<file path="config.mk">
export PLATFORM = sky130hd
export DESIGN_NAME = eth_header_parser
export DESIGN_NICKNAME = d
export VERILOG_FILES = /design/src/rtl/eth_header_parser.sv
export SDC_FILE = /design/constraint.sdc
export NUM_CORES = 1
export LEC_CHECK = 0
export BUFFER_PORTS_ARGS = -buffer_cell sky130_fd_sc_hd__buf_2
export CAP_MARGIN = 20
export CORE_UTILIZATION = 31
export CTS_CLUSTER_SIZE = 8
export DETAILED_ROUTE_END_ITERATION = 10
export PLACE_DENSITY = 0.45
export SLEW_MARGIN = 20
export SYNTH_ARGS = -nofsm -noshare
export SYNTH_HDL_FRONTEND = slang
export SYNTH_SLANG_ARGS = --single-unit
</file>
<file path="constraint.sdc">
create_clock -name clk_i -period 3.3 [get_ports clk_i]
set_input_delay 0.495 -clock clk_i [delete_from_list [all_inputs] [get_ports clk_i]]
set_output_delay 0.495 -clock clk_i [all_outputs]
set_load 0.02 [all_outputs]
</file>
<file path="src/rtl/eth_header_parser.sv">
// Parses the Ethernet/IPv4/UDP header of received frames, filters on local MAC/IP/port, forwards UDP payload.
// Latency 1 cycle on every output; no backpressure (payload beats follow rx_valid_i directly).
module eth_header_parser #(
  parameter int PAYLOAD_WIDTH = 11
) (
  input  logic                     clk_i,
  input  logic                     rstn_i,
  input  logic [47:0]              fpga_mac_i,
  input  logic [31:0]              fpga_ip_i,
  input  logic [15:0]              fpga_port_i,
  input  logic [7:0]               rx_data_i,
  input  logic                     rx_valid_i,
  input  logic                     rx_last_i,
  output logic [7:0]               m_data_o,
  output logic                     m_valid_o,
  output logic                     m_last_o,
  output logic                     m_err_o,
  output logic                     hdr_valid_o,
  output logic [47:0]              host_mac_o,
  output logic [31:0]              host_ip_o,
  output logic [15:0]              host_port_o,
  output logic [PAYLOAD_WIDTH-1:0] payload_bytes_o,
  output logic                     drop_o
);

  typedef enum logic [1:0] {S_HEADER, S_PAYLOAD, S_DONE, S_DISCARD} state_e;

  localparam logic [16:0] MAX_UDP_LEN = 17'((1 << PAYLOAD_WIDTH) + 7);

  state_e                   state_q, state_d;
  logic [5:0]               cnt_q, cnt_d;
  logic [47:0]              sh_q, sh_d;
  logic [47:0]              mac_sh_q, mac_sh_d;
  logic [31:0]              ip_sh_q, ip_sh_d;
  logic [15:0]              port_sh_q, port_sh_d;
  logic [PAYLOAD_WIDTH-1:0] len_sh_q, len_sh_d;
  logic [PAYLOAD_WIDTH-1:0] rem_q, rem_d;
  logic [7:0]               m_data_q, m_data_d;
  logic                     m_valid_q, m_valid_d;
  logic                     m_last_q, m_last_d;
  logic                     m_err_q, m_err_d;
  logic                     hdr_valid_q, hdr_valid_d;
  logic                     drop_q, drop_d;
  logic [47:0]              host_mac_q, host_mac_d;
  logic [31:0]              host_ip_q, host_ip_d;
  logic [15:0]              host_port_q, host_port_d;
  logic [PAYLOAD_WIDTH-1:0] payload_bytes_q, payload_bytes_d;

  logic [47:0] field48;
  logic [15:0] pay_len;
  logic        udp_len_ok;
  logic        fail;

  // Every field ends on the current byte, so its full value is the shifted history plus rx_data_i.
  assign field48    = {sh_q[39:0], rx_data_i};
  assign pay_len    = field48[15:0] - 16'd8;
  assign udp_len_ok = (field48[15:0] >= 16'd8) && ({1'b0, field48[15:0]} <= MAX_UDP_LEN);

  always_comb begin
    state_d         = state_q;
    cnt_d           = cnt_q;
    sh_d            = sh_q;
    mac_sh_d        = mac_sh_q;
    ip_sh_d         = ip_sh_q;
    port_sh_d       = port_sh_q;
    len_sh_d        = len_sh_q;
    rem_d           = rem_q;
    m_data_d        = m_data_q;
    m_valid_d       = 1'b0;
    m_last_d        = 1'b0;
    m_err_d         = 1'b0;
    hdr_valid_d     = 1'b0;
    drop_d          = 1'b0;
    host_mac_d      = host_mac_q;
    host_ip_d       = host_ip_q;
    host_port_d     = host_port_q;
    payload_bytes_d = payload_bytes_q;
    fail            = 1'b0;

    if (rx_valid_i) begin
      sh_d  = field48;
      cnt_d = rx_last_i ? 6'd0 : ((cnt_q == 6'd63) ? cnt_q : cnt_q + 6'd1);
      case (state_q)
        S_HEADER: begin
          case (cnt_q)
            6'd5:  fail = !((field48 == fpga_mac_i) || (field48 == 48'hFFFF_FFFF_FFFF));
            6'd11: mac_sh_d = field48;
            6'd13: fail = (field48[15:0] != 16'h0800);
            6'd14: fail = (rx_data_i != 8'h45);
            6'd23: fail = (rx_data_i != 8'h11);
            6'd29: ip_sh_d = field48[31:0];
            6'd33: fail = (field48[31:0] != fpga_ip_i);
            6'd35: port_sh_d = field48[15:0];
            6'd37: fail = (field48[15:0] != fpga_port_i);
            6'd39: begin
              fail     = !udp_len_ok;
              len_sh_d = pay_len[PAYLOAD_WIDTH-1:0];
            end
            default: ;
          endcase

          if (cnt_q == 6'd41) begin
            // A frame ending exactly at the header is only complete when it carries no payload.
            if (rx_last_i && (len_sh_q != '0)) begin
              drop_d = 1'b1;
            end else begin
              hdr_valid_d     = 1'b1;
              host_mac_d      = mac_sh_q;
              host_ip_d       = ip_sh_q;
              host_port_d     = port_sh_q;
              payload_bytes_d = len_sh_q;
              rem_d           = len_sh_q;
              if (!rx_last_i) state_d = (len_sh_q == '0) ? S_DONE : S_PAYLOAD;
            end
          end else if (rx_last_i) begin
            drop_d = 1'b1;
          end else if (fail) begin
            drop_d  = 1'b1;
            state_d = S_DISCARD;
          end
        end

        S_PAYLOAD: begin
          m_valid_d = 1'b1;
          m_data_d  = rx_data_i;
          rem_d     = rem_q - 1'b1;
          if (rem_q == PAYLOAD_WIDTH'(1)) begin
            m_last_d = 1'b1;
            state_d  = rx_last_i ? S_HEADER : S_DISCARD;
          end else if (rx_last_i) begin
            m_last_d = 1'b1;
            m_err_d  = 1'b1;
            state_d  = S_HEADER;
          end
        end

        default: begin
          if (rx_last_i) state_d = S_HEADER;
        end
      endcase
    end
  end

  always_ff @(posedge clk_i) begin
    if (!rstn_i) begin
      state_q         <= S_HEADER;
      cnt_q           <= '0;
      sh_q            <= '0;
      mac_sh_q        <= '0;
      ip_sh_q         <= '0;
      port_sh_q       <= '0;
      len_sh_q        <= '0;
      rem_q           <= '0;
      m_data_q        <= '0;
      m_valid_q       <= 1'b0;
      m_last_q        <= 1'b0;
      m_err_q         <= 1'b0;
      hdr_valid_q     <= 1'b0;
      drop_q          <= 1'b0;
      host_mac_q      <= '0;
      host_ip_q       <= '0;
      host_port_q     <= '0;
      payload_bytes_q <= '0;
    end else begin
      state_q         <= state_d;
      cnt_q           <= cnt_d;
      sh_q            <= sh_d;
      mac_sh_q        <= mac_sh_d;
      ip_sh_q         <= ip_sh_d;
      port_sh_q       <= port_sh_d;
      len_sh_q        <= len_sh_d;
      rem_q           <= rem_d;
      m_data_q        <= m_data_d;
      m_valid_q       <= m_valid_d;
      m_last_q        <= m_last_d;
      m_err_q         <= m_err_d;
      hdr_valid_q     <= hdr_valid_d;
      drop_q          <= drop_d;
      host_mac_q      <= host_mac_d;
      host_ip_q       <= host_ip_d;
      host_port_q     <= host_port_d;
      payload_bytes_q <= payload_bytes_d;
    end
  end

  assign m_data_o        = m_data_q;
  assign m_valid_o       = m_valid_q;
  assign m_last_o        = m_last_q;
  assign m_err_o         = m_err_q;
  assign hdr_valid_o     = hdr_valid_q;
  assign drop_o          = drop_q;
  assign host_mac_o      = host_mac_q;
  assign host_ip_o       = host_ip_q;
  assign host_port_o     = host_port_q;
  assign payload_bytes_o = payload_bytes_q;

endmodule

</file>
# ---- Yosys cells after proc, flatten, opt, wreduce, memory -nomap -nowiden
# Index checks and enable logic that the tools add are counted.
dict set report word_totals {
  regBits 286
  in_bits 108
  out_inout_bits 120
  wordCells 104
}
dict set report classes {
  add_sub_neg 3
  n_lt_le_gt_ge 2
  n_eq_ne 28
  mux 26
  n_bitwise 4
  reduce_logical 23
}
# cell count
set op_table {}
lappend op_table {{48-bit == test} 1}
lappend op_table {{48-bit == test (second input constant)} 1}
lappend op_table {{6-bit == test (second input constant)} 6}
lappend op_table {{32-bit inequality test} 1}
lappend op_table {{11-bit 2-to-1 mux} 2}
lappend op_table {{11-bit case mux with 2 select lines} 1}
lappend op_table {{6-bit by 4-bit == test with 1-bit output (second input constant)} 3}
lappend op_table {{2-bit 2-to-1 mux} 9}
lappend op_table {{3-bit AND reduction} 6}
lappend op_table {{16-bit by 4-bit greater-or-equal comparator with 1-bit output (second input constant)} 1}
lappend op_table {{16-bit by 12-bit <= comparator with 1-bit output (second input constant)} 1}
lappend op_table {{16-bit by 12-bit inequality test with 1-bit output (second input constant)} 1}
lappend op_table {{16-bit inequality test} 1}
lappend op_table {{6-bit by 5-bit == test with 1-bit output (second input constant)} 2}
lappend op_table {{6-bit 2-to-1 mux} 2}
lappend op_table {{3-bit inequality test (second input constant)} 4}
lappend op_table {{4-bit AND reduction} 3}
lappend op_table {{11-bit by 1-bit == test with 1-bit output (second input constant)} 1}
lappend op_table {{11-bit zero test} 1}
lappend op_table {{11-bit nonzero test} 1}
lappend op_table {{11-bit by 1-bit subtractor with 11-bit output (second input constant)} 1}
lappend op_table {{11-bit by 4-bit subtractor with 11-bit output (second input constant)} 1}
lappend op_table {{1-bit 2-to-1 mux} 10}
lappend op_table {{8-bit by 5-bit inequality test with 1-bit output (second input constant)} 1}
lappend op_table {{16 further kinds} 25}

# ---- Logic depth before layout (Yosys ltp)
dict set report logic_depth {
  ltp_word 10
  mapped_depth 10
  mapped_depth_nobuf 9
}

# ---- Least setup slack after synthesis
# No wires, ideal clock.
dict set report synth_path {
  path_type {in2reg}
  start {input port rx_data_i[6]}
  end {register state_q[0]}
  setup_ns 0.117
  t_arrival_ns 1.866
  required_ns 3.183
  setup_slack_ns 1.318
  stages 8
  n_path_buf 1
  cell_sequence {clkbuf_1 -> nor4_2 -> nand3b_1 -> xnor2_1 -> o211ai_1 -> and4b_1 -> nand3_1 -> a22o_1}
}
dict set report synth_between {
  elab_chain_cells 8
  elab_cells_between_ends 18
  cone_classes {order compare (2); eq/ne (8); mux (3); reduce/logical (5)}
}
# element line
set synth_lines {}
lappend synth_lines {{start, declared} 11} ;# input logic [7:0] rx_data_i,
lappend synth_lines {{16-bit by 4-bit greater-or-equal comparator with 1-bit output (tied with other cells)} 57} ;# assign udp_len_ok = (field48[15:0] >= 16'd8) && ({1'b0, field48[15:0]} <= MAX_UDP_LEN);
lappend synth_lines {{1-bit logical AND / 1-bit logical OR (equally long branches)} {57, 86}}
lappend synth_lines {{1-bit zero test (on tied branches)} {96, 86}}
lappend synth_lines {{1-bit case mux with 7 select lines *} 85} ;# case (cnt_q)
lappend synth_lines {{1-bit 2-to-1 mux *} 83} ;# case (state_q)
lappend synth_lines {{1-bit 2-to-1 mux *} 80} ;# if (rx_valid_i) begin
lappend synth_lines {{3-bit inequality test (no source line) *} --}
lappend synth_lines {{5-bit AND reduction (no source line) *} --}
lappend synth_lines {{end signal, assigned} 165} ;# state_q <= state_d;
lappend synth_lines {{end, declared} 30} ;# state_e state_q, state_d;
# Every way passes the cells marked *; elsewhere a longest branch is shown, timed or not. The select of a mux whose other input is x is not followed.
# A chain may end at the register's enable or synchronous reset.

# ---- Final worst setup path
dict set report layout_path {
  start {register sh_q[7]}
  end {register state_q[0]}
}
dict set report layout_between {
  elab_chain_cells 8
  elab_cells_between_ends 16
  cone_classes {order compare (2); eq/ne (6); mux (3); reduce/logical (5)}
}
# element line
set layout_lines {}
lappend layout_lines {{start, declared} 32} ;# logic [47:0] sh_q, sh_d;
lappend layout_lines {{start signal, assigned} 148} ;# sh_q <= '0;
lappend layout_lines {{start signal, assigned} 167} ;# sh_q <= sh_d;
lappend layout_lines {{16-bit by 4-bit greater-or-equal comparator with 1-bit output (tied with other cells)} 57}
lappend layout_lines {{1-bit logical AND / 1-bit logical OR (equally long branches)} {57, 86}}
lappend layout_lines {{1-bit zero test (on tied branches)} {96, 86}}
lappend layout_lines {{1-bit case mux with 7 select lines *} 85}
lappend layout_lines {{1-bit 2-to-1 mux *} 83}
lappend layout_lines {{1-bit 2-to-1 mux *} 80}
lappend layout_lines {{3-bit inequality test (no source line) *} --}
lappend layout_lines {{5-bit AND reduction (no source line) *} --}
# Marked as above.

==> results.md <==
- Status: completed
- Root buf cell: clkbuf_16
- RSZ-0062 raised after global routing: false
- Post-CTS Repair Setup Buffers: 0
- Cts bufs inserted: 41
- WP data arrival: 3.00 ns
- Clk slew on worst S/H paths: 0.05 ns
- Crit start category: flop
- 1st-iter DRT viols: 650
- LEAKAGE: between 5 and 6 nW
- FP Rows: 73
- Die X: 205 um
- Crit path buf inv count: 0
- Die Area: 42000 um^2
- Setup TNS: 0 ns
- Die H: around 200 um
- Power Dens Cells: a little over 500 nW/um^2
- Clock skew: between 0.01 and 0.015 ns
- Crit share post-route: around 77%
- Vias in the first global route: between 10000 and 15000
- Number of synthesized flops with an enable pin: 0
- PortBufs: 227
- Max stage delay cell, worst path: dfxtp_1
- Slew Limit Fails: 0
- Largest area contributor in the netlist: dfxtp_1
- IO Pins: 228
- RD Place Congestion: between 0.8 and 0.9
- Asr flop ratio synth: 0%
- First-pass DRT Iterations: 5
- Antenna-violating nets left: 0
- #FFs+latches synth: 286
- CTS tree: built
- Antenna violations before repair: 1
- Clk sinks: between 200 and 300
- Max VDD drop: 0.290 mV
- Final Hold Fails: 0
- Wire per inst: 20.0 um
- Wirelength, routed: 44100 um
- Routed via count: about 11000
- Tot Pwr: 7.71 mW
- Highest clock rate: ~0.39 GHz
- Post-Layout Inst Area: 15300 um^2
- Crit-path cells: xor2_1, nor4_1, nand4_1, o211ai_1, and4b_1, nand3_1, a22o_1
- Ratio of cells with drive above 1 in the final layout: 18.6%
- Minimum clock period: 2.55 ns
- Worst slew margin: 37.1%
- Clk_lat worst skew: between 0.5 and 0.6 ns
- Data required, critical path: 3.75 ns
- WHS Path Cells: 2
- Post-Syn Nets: 1621
- H-tree Lvls: 2
- Cts repair resizes: 0
- Netlist cell types: 56
- First-pass GRT wire length: around 66000 um
- Sequential area share after synthesis: between 40 and 50%
- Crit Path Class: flop to flop
- Vias/cell: between 4 and 5
- Avg Synthesized Cell Area: around 8.5 um^2
- Worst reg2reg path depth: 7
- Max incr delay on CP: 0.83 ns
- DP Area: 14200 um^2
- CTS Hold Bufs: 0
- Critical path capture point type: flop
- Overall routing resource usage: 21.1%
- Detailed-route DRC error count: 0
- Worst min-delay path class: input pin to flop
- Crit path max fanout: 12
- Synthesized area: 12800 um^2
- Synth warn: 0
- Syn-to-layout area delta: 20.2%
- Final #Nets: 1789
- Crit path max-delay family: simple AND/OR/NAND/NOR gates
- GR Overflow Total: 0
- Starting density of the core: 31.7%
- Final setup vio count: 0
- Yosys top cell area share: 44.9%
- Tightest Pin Transition: roughly 0.94 ns
- Dominant cells by area after synthesis: dfxtp_1, nand2_1, a21boi_0
- MaxCap Viol Count: 0
- Core footprint: 40200 um^2
- Clock Path Buffers: 3
- Cell count after synthesis: 1507
- Main synth FF type: dfxtp_1
- Pin count of the biggest net entering global routing: 117
- DP HPWL: about 30000 um
- Critical Path Stages: 7
routing by layer:
metal	vias up	global-route usage [%]	part of all wire, %
met4	2	7.57	2.7
li1	5356	-	-
met5	-	0	0.018
met1	5201	29.3	48
met3	62	3.63	5.8
met2	297	32.6	44
state kept, by name (all words and copies together) (netlist names), 16 cells and up:
signal,cells
host_ip_o,32
host_mac_o,48
ip_sh_q,32
mac_sh_q,48
sh_q,40
port_sh_q,16
host_port_o,16
cells in the mapped netlist, drive strengths merged, types with 2 or more instances:
| cell | instances |
|---|---|
| nand2 | 437 |
| dfxtp | 286 |
| a21boi | 206 |
| clkbuf | 81 |
| xnor2 | 61 |
| buf | 50 |
| nor2b | 49 |
| mux2i | 40 |
| xor2 | 37 |
| nand4 | 35 |
| nor2 | 31 |
| o21ai | 31 |
| nor4 | 21 |
| a21oi | 13 |
| a31oi | 13 |
| inv | 11 |
| a22o | 9 |
| nor3 | 9 |
| and2 | 8 |
| nand3 | 7 |
| nor4bb | 7 |
| ha | 6 |
| o211a | 6 |
| o32ai | 6 |
| and3 | 5 |
| nor3b | 5 |
| a22oi | 3 |
| and4 | 3 |
| and4b | 3 |
| nand4b | 3 |
| o21bai | 3 |
| nand2b | 2 |
| o211ai | 2 |
| o21a | 2 |
| o221a | 2 |
| or3 | 2 |
| or4 | 2 |
kinds of logic after synthesis:
group / synth area share [%]
fa+ha+maj: 0.588
xor+xnor: 6.73
simple gates: 22.5
compound gates: 17.1
buf+inv: 5.08
mux: 3.14
flops: 44.9
power breakdown:
group	internal (mW)	leakage, nW	switching (mW)
logic	0.193	2.98	0.253
registers	3.47	2.31	0.0472
clock network	2.21	0.531	1.53
per-stage QoR:
step / std cells / util, % / setup WS, ns / hold WS [ns]
after global placement: 2157 / 35.4 / 0.629 / 0.440
final: 2203 / 38.1 / 0.750 / 0.345
after floorplan: 1507 / - / 1.32 / 0.431
after CTS: 2202 / 38.1 / 0.727 / 0.311
after detailed placement: 2157 / 35.4 / 0.613 / 0.445
after global routing: 2202 / 38.1 / 0.569 / 0.336
layout by cell type (no fill, tap or decap), drive strengths merged, types with 31 or more instances in the layout:
master,Yosys,final
dfxtp,286,286
nand4,35,35
nand2,437,437
buf,50,256
xnor2,61,61
nor2,31,31
xor2,37,37
o21ai,31,31
clkbuf,81,42
a21boi,206,206
mux2i,40,40
nor2b,49,49
final timing paths:
check	slack (ns)	end	startpoint
setup / recovery	0.75	state_q[0]$_SDFFE_PN0P_	sh_q[7]$_SDFFE_PN0P_
hold / removal	0.35	m_err_o$_SDFF_PP0_	rx_last_i
setup reg to reg	0.75	state_q[0]$_SDFFE_PN0P_	sh_q[7]$_SDFFE_PN0P_
hold reg to reg	0.45	host_mac_o[39]$_SDFFE_PN0P_	host_mac_o[39]$_SDFFE_PN0P_
area by class of cell:
cell class | count | area (um^2)
fill | 4209 | 24900
multi-input combinational | 1079 | 6400
sequential | 286 | 5730
timing repair buffer | 256 | 1420
clock buffer | 42 | 1040
tap | 525 | 657
clock inverter | 3 | 41.3
inverter | 11 | 41.3
antenna | 1 | 2.50
(Power assumes the default switching activity.)
